===== src/rtl/led_pwm_pkg.sv =====
`default_nettype none
// ============================================================================
// Module      : led_pwm_pkg
// Description : Shared constants for the staggered RGB LED PWM scheduler.
// Revision    : 1.0 - initial release
// ============================================================================
package led_pwm_pkg;

    // Duty and step counter width
    localparam int DUTY_W     = 8;
    // Phase offset between consecutive RGB LEDs, in PWM steps
    localparam int PHASE_STEP = 64;

    // Colour offsets within one LED: ch = 3*led + colour
    localparam int COL_B = 0;
    localparam int COL_G = 1;
    localparam int COL_R = 2;

    // Phase of a channel: all three colours of one LED share the LED's phase
    function automatic logic [DUTY_W-1:0] chan_phase(input int ch);
        return DUTY_W'(((ch / 3) * PHASE_STEP) % 256);
    endfunction

endpackage
`default_nettype wire


===== src/rtl/led_pwm_chan.sv =====
`default_nettype none
// ============================================================================
// Module      : led_pwm_chan
// Description : One PWM channel: phase-shifted step compare with registered
//               output drive.
// Revision    : 1.0 - initial release
// ============================================================================
module led_pwm_chan
    import led_pwm_pkg::*;
#(
    parameter logic [DUTY_W-1:0] PHASE = '0
) (
    input  logic              clk,
    input  logic              rst,
    input  logic              enable,
    input  logic [DUTY_W-1:0] cnt,
    input  logic [DUTY_W-1:0] duty,
    output logic              led
);

    // Step position within this channel's own (shifted) period, modulo 256
    logic [DUTY_W-1:0] rel_step;
    assign rel_step = cnt - PHASE;

    // Output register: on while the shifted step is below the duty value
    always_ff @(posedge clk or posedge rst) begin
        if (rst) begin
            led <= 1'b0;
        end else begin
            led <= enable && (rel_step < duty);
        end
    end

endmodule
`default_nettype wire


===== src/rtl/led_pwm_sched.sv =====
`default_nettype none
// ============================================================================
// Module      : led_pwm_sched
// Description : Multi-channel RGB LED PWM with prescaler, phase staggering
//               between LEDs and glitch-free shadow-to-active duty updates.
// Revision    : 1.0 - initial release
// ============================================================================
module led_pwm_sched
    import led_pwm_pkg::*;
#(
    parameter int NUM_RGB = 4,
    parameter int PRESC_W = 16
) (
    input  logic                 clk,
    input  logic                 rst,
    input  logic                 enable_i,
    input  logic [PRESC_W-1:0]   prescale_i,
    input  logic                 cfg_we_i,
    input  logic [3:0]           cfg_addr_i,
    input  logic [DUTY_W-1:0]    cfg_wdata_i,
    input  logic                 update_req_i,
    output logic                 update_pending_o,
    output logic                 period_start_o,
    output logic [3*NUM_RGB-1:0] led_o
);

    localparam int NCH = 3 * NUM_RGB;

    logic [PRESC_W-1:0] presc;
    logic [DUTY_W-1:0]  cnt;
    logic               enable_d;
    logic               tick;
    logic               boundary;
    logic               copy;
    logic [DUTY_W-1:0]  shadow_duty [NCH];
    logic [DUTY_W-1:0]  active_duty [NCH];

    // A pending copy happens at the period boundary, or immediately when idle
    assign tick     = enable_i && (presc == prescale_i);
    assign boundary = tick && (cnt == {DUTY_W{1'b1}});
    assign copy     = update_pending_o && (boundary || !enable_i);

    // Prescaler and step counter; both held at zero while disabled.
    // A counter above a newly lowered prescale runs on to wrap naturally.
    always_ff @(posedge clk or posedge rst) begin
        if (rst) begin
            presc <= '0;
            cnt   <= '0;
        end else if (!enable_i) begin
            presc <= '0;
            cnt   <= '0;
        end else if (tick) begin
            presc <= '0;
            cnt   <= cnt + 1'b1;
        end else begin
            presc <= presc + 1'b1;
        end
    end

    // Period start pulse: after each boundary and after the first enabled cycle
    always_ff @(posedge clk or posedge rst) begin
        if (rst) begin
            enable_d       <= 1'b0;
            period_start_o <= 1'b0;
        end else begin
            enable_d       <= enable_i;
            period_start_o <= boundary || (enable_i && !enable_d);
        end
    end

    // Update request tracking; a request in the copy cycle waits for the next one
    always_ff @(posedge clk or posedge rst) begin
        if (rst) begin
            update_pending_o <= 1'b0;
        end else begin
            update_pending_o <= update_req_i || (update_pending_o && !copy);
        end
    end

    // Shadow writes and shadow-to-active copy (copy sees the pre-write shadow)
    always_ff @(posedge clk or posedge rst) begin
        if (rst) begin
            for (int ch = 0; ch < NCH; ch++) begin
                shadow_duty[ch] <= '0;
                active_duty[ch] <= '0;
            end
        end else begin
            for (int ch = 0; ch < NCH; ch++) begin
                if (cfg_we_i && (int'(cfg_addr_i) == ch)) begin
                    shadow_duty[ch] <= cfg_wdata_i;
                end
                if (copy) begin
                    active_duty[ch] <= shadow_duty[ch];
                end
            end
        end
    end

    generate
        for (genvar ch = 0; ch < NCH; ch++) begin : g_chan
            led_pwm_chan #(
                .PHASE (chan_phase(ch))
            ) u_chan (
                .clk    (clk),
                .rst    (rst),
                .enable (enable_i),
                .cnt    (cnt),
                .duty   (active_duty[ch]),
                .led    (led_o[ch])
            );
        end
    endgenerate

endmodule
`default_nettype wire


===== config.mk =====
export PLATFORM = sky130hd
export DESIGN_NAME = led_pwm_sched
export DESIGN_NICKNAME = d
export VERILOG_FILES = /design/src/rtl/led_pwm_pkg.sv /design/src/rtl/led_pwm_chan.sv /design/src/rtl/led_pwm_sched.sv
export SDC_FILE = /design/constraint.sdc
export NUM_CORES = 1
export LEC_CHECK = 0
export ABC_AREA = 1
export BUFFER_PORTS_ARGS = -buffer_cell sky130_fd_sc_hd__buf_2
export CAP_MARGIN = 20
export CORE_ASPECT_RATIO = 0.75
export CORE_MARGIN = 3
export CORE_UTILIZATION = 45
export CTS_CLUSTER_SIZE = 40
export DETAILED_ROUTE_END_ITERATION = 8
export GPL_TIMING_DRIVEN = 0
export HOLD_SLACK_MARGIN = 0.05
export RECOVER_POWER = 25
export SYNTH_ARGS = -nofsm -noshare
export SYNTH_HDL_FRONTEND = slang
export SYNTH_HIERARCHICAL = 1
export SYNTH_SLANG_ARGS = --single-unit

===== constraint.sdc =====
create_clock -name clk -period 8.5 [get_ports clk]
set_clock_uncertainty 0.2 [all_clocks]
set_input_delay 1.7 -clock clk [delete_from_list [all_inputs] [get_ports clk]]
set_output_delay 1.7 -clock clk [all_outputs]
set_load 0.01 [all_outputs]

======== Word level (Yosys, flattened, before mapping) ========
Cells that the tools add are included.
storage, ports and cells
  output and inout bits ................... 14
  bits in read-only memories .............. 0
  bits in latches ......................... 0
  word-level logic and storage cells ...... 112
  memories kept ........................... 0
  bits in registers ....................... 231
  bits in writable memories ............... 0
operators by class
  reductions and logical operators ........ 36
  div/mod/pow operators ................... 0
  multiplexer cells ....................... 4
  shifts and indexed selects .............. 0
  multiply operators ...................... 0
  magnitude comparators ................... 12
  bitwise logic cells ..................... 0
  add/sub/neg operators ................... 5
  eq/ne operators ......................... 14
operators with widths
  operator                 number
  $lt A8 B8 Y1             12
  $eq A4 B4 Y1 const B     8
  $mux W16                 2
  $logic_and A1 B1 Y1      29
  $add A16 B1 Y16 const B  1
  $eq A16 B16 Y1           1
  $mux W8                  2
  $sub A8 B8 Y8 const B    2
  $add A8 B1 Y8 const B    1
  $eq A4 B3 Y1 const B     2
  $eq A8 B8 Y1 const B     1
  $sub A8 B7 Y8 const B    1
  $eq A4 B2 Y1 const B     1
  $logic_not A4 Y1         1
  $logic_not A1 Y1         3
  $logic_or A1 B1 Y1       3
  $ne A2 B1 Y1 const B     1

======== Logic depth before layout (Yosys ltp) ========
Gate-level depths: netlist of the first run.
  depth after elaboration ................. 8
  depth in mapped cells ................... 14
  mapped depth without buffers ............ 11

======== Modules after synthesis ========
The synthesis of the first run kept the hierarchy.
modules (own cells, without submodules)
  module                                cells each  sequential area each (µm²)  area an instance (µm²)  times used
  led_pwm_sched                         995         5,480.3                     8,856.0                 1
  led_pwm_chan (g_chan[10].u_chan ...)  37          25.0                        232.7                   6
  led_pwm_chan (g_chan[6].u_chan ...)   36          25.0                        224.0                   3
  led_pwm_chan (g_chan[0].u_chan ...)   35          25.0                        220.2                   3

======== Worst setup path before layout of the first run ========
Ideal clock, no wire load.
  path type ............................... input -> register
  start point ............................. input port prescale_i[2]
  end point ............................... register active_duty[38] in the netlist's numbering
  data required time ...................... 8.183 ns
  data arrival time ....................... 2.872 ns
  buffers on the path ..................... 3
  stages .................................. 14
  library setup time ...................... 0.117 ns
  setup slack ............................. 5.311 ns
  cells stage by stage .................... inv_1 > nand2_1 > nand2_1 > nor2_1 > nand2_1 > nor2_1 > nand2_2 > o21bai_2 > buf_4 > nand2_4 > buf_6 > buf_6 > nand2_1 > nand2_1
on the way
  cells in the longest elaborated chain, start to end .. 5
RTL lines
  item                           RTL line             RTL
  start, declared                led_pwm_sched.sv:17  input logic [PRESC_W-1:0] prescale_i,
  $eq A16 B16 Y1                 led_pwm_sched.sv:39  assign tick = enable_i && (presc == prescale_i);
  $logic_and A1 B1 Y1            led_pwm_sched.sv:39
  $logic_and A1 B1 Y1            led_pwm_sched.sv:40  assign boundary = tick && (cnt == {DUTY_W{1'b1}});
  $logic_or A1 B1 Y1             led_pwm_sched.sv:41  assign copy = update_pending_o && (boundary || !enable_i);
  $logic_and A1 B1 Y1            led_pwm_sched.sv:41
  end signal, assigned by index  led_pwm_sched.sv:93  active_duty[ch] <= shadow_duty[ch];
  end, declared                  led_pwm_sched.sv:36  logic [DUTY_W-1:0] active_duty [NCH];
No other way between the ends.
A chain may end at the register's enable or synchronous reset.

==> results of run 1 <==
## routing by layer
layer / up-vias / GRT usage / wire length [um]
met5: - / 0 / 0
met4: 0 / 0.0385 / 527
met3: 40 / 0.0229 / 1410
met2: 205 / 0.305 / 11800
met1: 4339 / 0.338 / 14600
li1: 4634 / - / -
## Yosys cell counts, types with 6 or more instances
| cell type | n | area [um^2] |
|---|---|---|
| a21oi_1 | 60 | 300 |
| buf_2 | 7 | 35.0 |
| buf_6 | 6 | 67.6 |
| clkbuf_1 | 37 | 139 |
| dfrtp_1 | 231 | 5780 |
| ha_1 | 86 | 1080 |
| inv_1 | 209 | 785 |
| inv_2 | 8 | 30.0 |
| nand2_1 | 474 | 1780 |
| nand3_1 | 111 | 556 |
| nor2_1 | 51 | 191 |
| o21ai_0 | 115 | 576 |
| xor2_1 | 7 | 61.3 |
## area by class of cell
class / count / area [um^2]
Buffer: 54 / 272
Clock inverter: 11 / 183
Fill cell: 2456 / 12000
Antenna cell: 1 / 2.50
Multi-Input combinational cell: 928 / 4720
Tap cell: 338 / 423
Timing Repair Buffer: 47 / 255
Sequential cell: 231 / 5780
Clock buffer: 34 / 719
Inverter: 217 / 816
## cells by family (layout without fill, tap and decap cells)
family	after synthesis	in the layout
AOI/OAI and AO/OA	184	184
xor gates and xnor gates	11	11
adders and majority gates	86	86
buffers and inverters	271	363
DFF	231	231
other	0	1
and+or+nand+nor	647	647
## power by group through the flow
stage / clock network, mW / registers (mW) / logic, mW
floorplan: 0 / 1.40 / 0.371
global placement: 0 / 1.42 / 0.479
detailed placement: 0 / 1.43 / 0.500
CTS: 1.20 / 1.41 / 0.503
global route: 1.25 / 1.43 / 0.597
finish: 1.18 / 1.41 / 0.495
## cell usage in the layout (no fill, tap or decap), types with 4 or more instances in the layout
cell / count
a21oi_1: 60
clkbuf_8: 6
xor2_1: 7
nor2_1: 51
nand2_1: 474
inv_1: 208
ha_1: 86
buf_4: 4
clkinv_2: 5
buf_2: 51
nand3_1: 111
dfrtp_1: 231
clkbuf_1: 42
bufinv_16: 5
clkbuf_16: 25
xnor2_1: 4
inv_2: 8
nor3_1: 4
o21ai_0: 115
buf_6: 6
## state kept, by name, indices dropped and copies added, names as in the netlist
name,cells
active_duty,96
shadow_duty,96
presc,16
g_chan.u_chan/led,12
cnt,8
enable_d,1
period_start_o,1
update_pending_o,1
## worst paths after layout
kind                            startpoint              endpoint  slack [ns]  cells after the start
worst max-delay path                   rst       active_duty[56]        3.32                      2
max in group clk                  enable_i       active_duty[55]        4.58                      8
worst min register to register    enable_d        period_start_o        0.24                      1
worst max register to register      cnt[1]       active_duty[55]        5.22                     10
worst min-delay path              enable_d        period_start_o        0.24                      1
min in group asynchronous              rst  g_chan[8].u_chan/led        1.24                      2
## metrics by stage
stage                     utilization  setup WS (ns)  total power, mW
after floorplan                     -          0.607             1.78
after global placement          0.487          -2.40             1.90
after detailed placement        0.488           4.65             1.93
after CTS                       0.524           5.14             3.11
after global routing            0.524           2.48             3.28
final                           0.524           3.32             3.08
==> impl_metrics.tcl, run 1 <==
set metrics [dict create \
    status "complete, but fails checks" \
    violations "max-capacitance violations, max-slew violations" \
    hold_ws_ns 0.243 \
    place_inst 1815 \
    p_comb_frac 0.161 \
    firstDrtPassIters 5 \
    dp_hpwl_um 18900 \
    cap_viol_max_count 1 \
    synth_area_mm2 0.0116 \
    clk_path_buf_depth 3 \
    critPathMaxFanout 95 \
    hold_viol 0 \
    ir_drop_v 0.000167 \
    grt_pass1_wl_um 46300 \
    tritoncts "done" \
    synth_xor_area_frac 0.00832 \
    hp-class "register to register" \
    async_flop_share 1.00 \
    nets 1623 \
    critical_path_class "input port to async pin" \
    crit_required_ns 8.16 \
    cts_buffers 25 \
    top_level_ports 47 \
    crit_slowest_cell "clkinvlp_2" \
    rsz0062_at_grt "no" \
    slew_viol_final 95 \
    p_leak_nw 7.06 \
    critPathArrivalTime_ns 4.84 \
    drc 0 \
    wl_per_cell_um 15.3 \
    vias 9218 \
    pwr-share-clk 0.382 \
    synth_edf_count 0 \
    cp_top_family "buffers and inverters" \
    synthDistinctLibCells 26 \
    synth-simple-area-share 0.225 \
    syn-num-nets 1549 \
    core_mm2 0.0251 \
    yosys_warnings 6 \
    drt_iter0_markers 724 \
    switching_power_mw 0.846 \
    cellPowerDensity_mw_per_mm2 234 \
    port_buffers 46 \
    p_sw_frac 0.274 \
    clk_pin_slew_ns 0.06 \
    cts_max_level 1 \
    synth_top_family_by_area "simple AND/OR/NAND/NOR gates" \
    fp.dieW_um 191 \
    synth_compound_area_frac 0.0814 \
    rows 50 \
    fin_area_mm2 0.0132 \
    root_buffer "clkbuf_16" \
    cp-start-kind "input port" \
    yosys.area_share.adder 0.0929 \
    post-cts-setup-buffers 0 \
    synthMuxAreaShare 0 \
    critPathMaxStageDelay_ns 2.65 \
    cts_resized 0 \
    cts_hold_buf 0 \
    finalNonFillerCells 1861 \
    fin_crit_sh 0.609 \
    critPathBufInv 2 \
    p_seq_frac 0.457 \
    fp.dieH_um 145 \
    postRouteAntennaNets 0 \
    path_cells "clkbuf_1 > clkinvlp_2" \
    synth_flop_cell "dfrtp_1" \
    dieArea_mm2 0.0277 \
    fmax_mhz 193 \
    grt_usage 0.209 \
    antenna_found_initial 2 \
    setup_viol 0 \
    seq_area_frac_synth 0.499 \
    clk_latency_ns 0.51 \
    finalCriticalPeriod_ns 5.18 \
    synth_cells 1430 \
    start_util 0.461 \
    grt_pass1_vias 8721 \
    p_int_mw 2.24 \
    area_growth_pct 13.7 \
    totalWireLength_um 28400 \
    vias_per_cell 4.95 \
    place_area_mm2 0.0123 \
    synth.avg_cell_area_um2 8.10 \
    gp_congestion 0.810 \
    grt_max_degree 126 \
    ys_seq_elements 231 \
    cts.sinks 231 \
    end_kind "async pin" \
    drive_above_1_share 0.0769 \
    worst_pin_slew_ns 4.23 \
    fin_setup_tns_ns 0 \
    max_slew_margin -1.83 \
    overflow 0 \
]
No activity file was read; power rests on OpenSTA's default activity.
==> run 2: changes to the inputs <==
- ABC_AREA: 1 -> 0
- clock period: 8.5 -> 4.8 ns (I/O delays scaled with it)
==> impl_metrics.tcl, run 2 <==
set metrics [dict create \
    status "complete, but fails checks" \
    violations "max-capacitance violations, max-slew violations" \
    cellPowerDensity_mw_per_mm2 393 \
    end_kind "register" \
    ys_seq_elements 231 \
    cap_viol_max_count 1 \
    grt_pass1_vias 9861 \
    grt_max_degree 41 \
    fin_setup_tns_ns 0 \
    hold_depth 1 \
    critPathMaxStageDelay_ns 1.05 \
    place_area_mm2 0.0134 \
    drt_iter0_markers 949 \
    fin_area_mm2 0.0141 \
    synth_area_leaders "dfrtp_1 (46%), nand3_1 (12%), mux2_2 (8.6%), ha_1 (8.6%), a22oi_1 (5.7%)" \
    drc 0 \
    antenna_found_initial 0 \
    final_common_cell "nand3_1" \
    dp_hpwl_um 23500 \
    synth.avg_cell_area_um2 9.91 \
    cp-start-kind "register" \
    post-cts-setup-buffers 0 \
    top_level_ports 47 \
    r2r-end "active_duty[40]" \
    path_cells "ha_1 > nand4_1 > nor3_1 > buf_4 > clkbuf_1 > clkbuf_1 > nand3_1 > nand3_1" \
    synth_common_cells "nand3_1 (295), dfrtp_1 (231), inv_1 (112), a22oi_1 (96), mux2_2 (96)" \
    yosys_warnings 6 \
    slew_viol_final 28 \
    critPathMaxFanout 15 \
    syn-num-nets 1386 \
    area_growth_pct 12.7 \
    synth_flop_cell "dfrtp_1" \
    hold_viol 0 \
    synth_area_leader_cell "dfrtp_1" \
    setup_viol 0 \
    netlist.area_leader.share 0.460 \
    seq_area_frac_synth 0.460 \
    rsz0062_at_grt "no" \
    fp.dieH_um 151 \
    synth_area_mm2 0.0126 \
    synth_edf_count 0 \
    fin_crit_sh 0.794 \
    totalWireLength_um 35900 \
    min_to "period_start_o" \
    clk_pin_slew_ns 0.06 \
    largestRegisters "active_duty x96, shadow_duty x96, presc x16" \
    min_from "enable_d" \
    crit_slowest_cell "dfrtp_1" \
    gp_congestion 0.847 \
    wl_per_cell_um 20.9 \
    crit_required_ns 5.05 \
    vias_per_cell 5.98 \
    critical_path_class "register to register" \
    finalNonFillerCells 1713 \
    finalPower_mw 5.56 \
    ff2ff_setup_slack_ns 0.99 \
    core_mm2 0.0272 \
    critPathArrivalTime_ns 4.06 \
    clk_latency_ns 0.52 \
    firstDrtPassIters 7 \
    fmax_mhz 262 \
    synth_cells 1267 \
    final_cell_mix "nand3_1 (295), dfrtp_1 (231), inv_1 (111)" \
    grt_pass1_wl_um 56300 \
    hp-class "register to register" \
    cts_buffers 25 \
    worst_pin_slew_ns 1.59 \
    async_flop_share 1.00 \
    tritoncts "done" \
    cts_max_level 1 \
    synth_most_common_cell "nand3_1" \
    overflow 0 \
    cts_hold_buf 0 \
    dieArea_mm2 0.0300 \
    vias 10200 \
    reg2reg_from "cnt[1]" \
    cts.sinks 231 \
    port_buffers 46 \
    cts_resized 0 \
    synthDistinctLibCells 36 \
    ir_drop_v 0.000219 \
    diodes 0 \
    reg2reg_depth 8 \
    clk_path_buf_depth 3 \
    drive_above_1_share 0.158 \
    p_leak_nw 6.70 \
    fp.dieW_um 199 \
    grt_usage 0.243 \
    place_inst 1672 \
    root_buffer "clkbuf_16" \
    rows 52 \
    finalCriticalPeriod_ns 3.81 \
    max_slew_margin -0.0598 \
    nets 1467 \
    postRouteAntennaNets 0 \
    start_util 0.462 \
]
==> run 2: metrics by stage <==
step | hold slack [ns] | worst slack (ns) | util
2_1_floorplan | 0.195 | 0.786 | -
6_report | 0.249 | 0.990 | 0.520
3_5_place_dp | 0.247 | 1.09 | 0.492
5_1_grt | 0.262 | 0.626 | 0.520
4_1_cts | 0.251 | 1.06 | 0.521
3_3_place_gp | 0.231 | -1.03 | 0.486
==> run 2: kinds of logic (layout without fill, tap and decap cells) <==
family          Yosys count  count (layout)  share of synthesized area
compound gates          182             182                      0.105
flops                   231             231                      0.460
simple gates            445             445                      0.179
fa+ha+maj                86              86                     0.0857
buf+inv                 189             284                     0.0576
mux                      97              97                     0.0869
xor+xnor                 37              37                     0.0258
==> run 2: metal layers <==
metal	track usage	routed length, um
met4	0.0618	765
met3	0.0302	2280
met2	0.370	16100
met1	0.368	16700
met5	0	0
==> run 2: area by class of cell <==
cell class / instances / area (um^2)
Buffer: 77 / 303
Clock buffer: 39 / 748
Clock inverter: 2 / 38.8
Fill cell: 2476 / 13000
Inverter: 112 / 422
Multi-Input combinational cell: 847 / 6050
Sequential cell: 231 / 5780
Tap cell: 351 / 439
Timing Repair Buffer: 54 / 367
==> run 2: worst max-delay path by stage <==
stage | start | end | slack (ns) | depth (start not counted)
2_1_floorplan | rst | active_duty[0] | 0.79 | 1
3_3_place_gp | rst | shadow_duty[66] | -1.03 | 2
6_report | cnt[1] | active_duty[40] | 0.99 | 8
4_1_cts | cnt[1] | active_duty[81] | 1.06 | 8
3_5_place_dp | cnt[1] | active_duty[81] | 1.09 | 8
5_1_grt | rst | shadow_duty[11] | 0.63 | 3
==> run 2: power breakdown <==
| group | leakage [nW] | switching (mW) | internal [mW] |
|---|---|---|---|
| Clock | 0.385 | 0.772 | 1.11 |
| Combinational | 3.58 | 0.516 | 0.496 |
| Sequential | 2.73 | 0.323 | 2.34 |
==> run 2: worst max-delay path, delay by kind of cell (launching register included) <==
family | cells | cell delay (ns)
buf+inv | 3 | 1.20
fa+ha+maj | 1 | 0.45
flops | 1 | 1.05
simple gates | 4 | 0.82
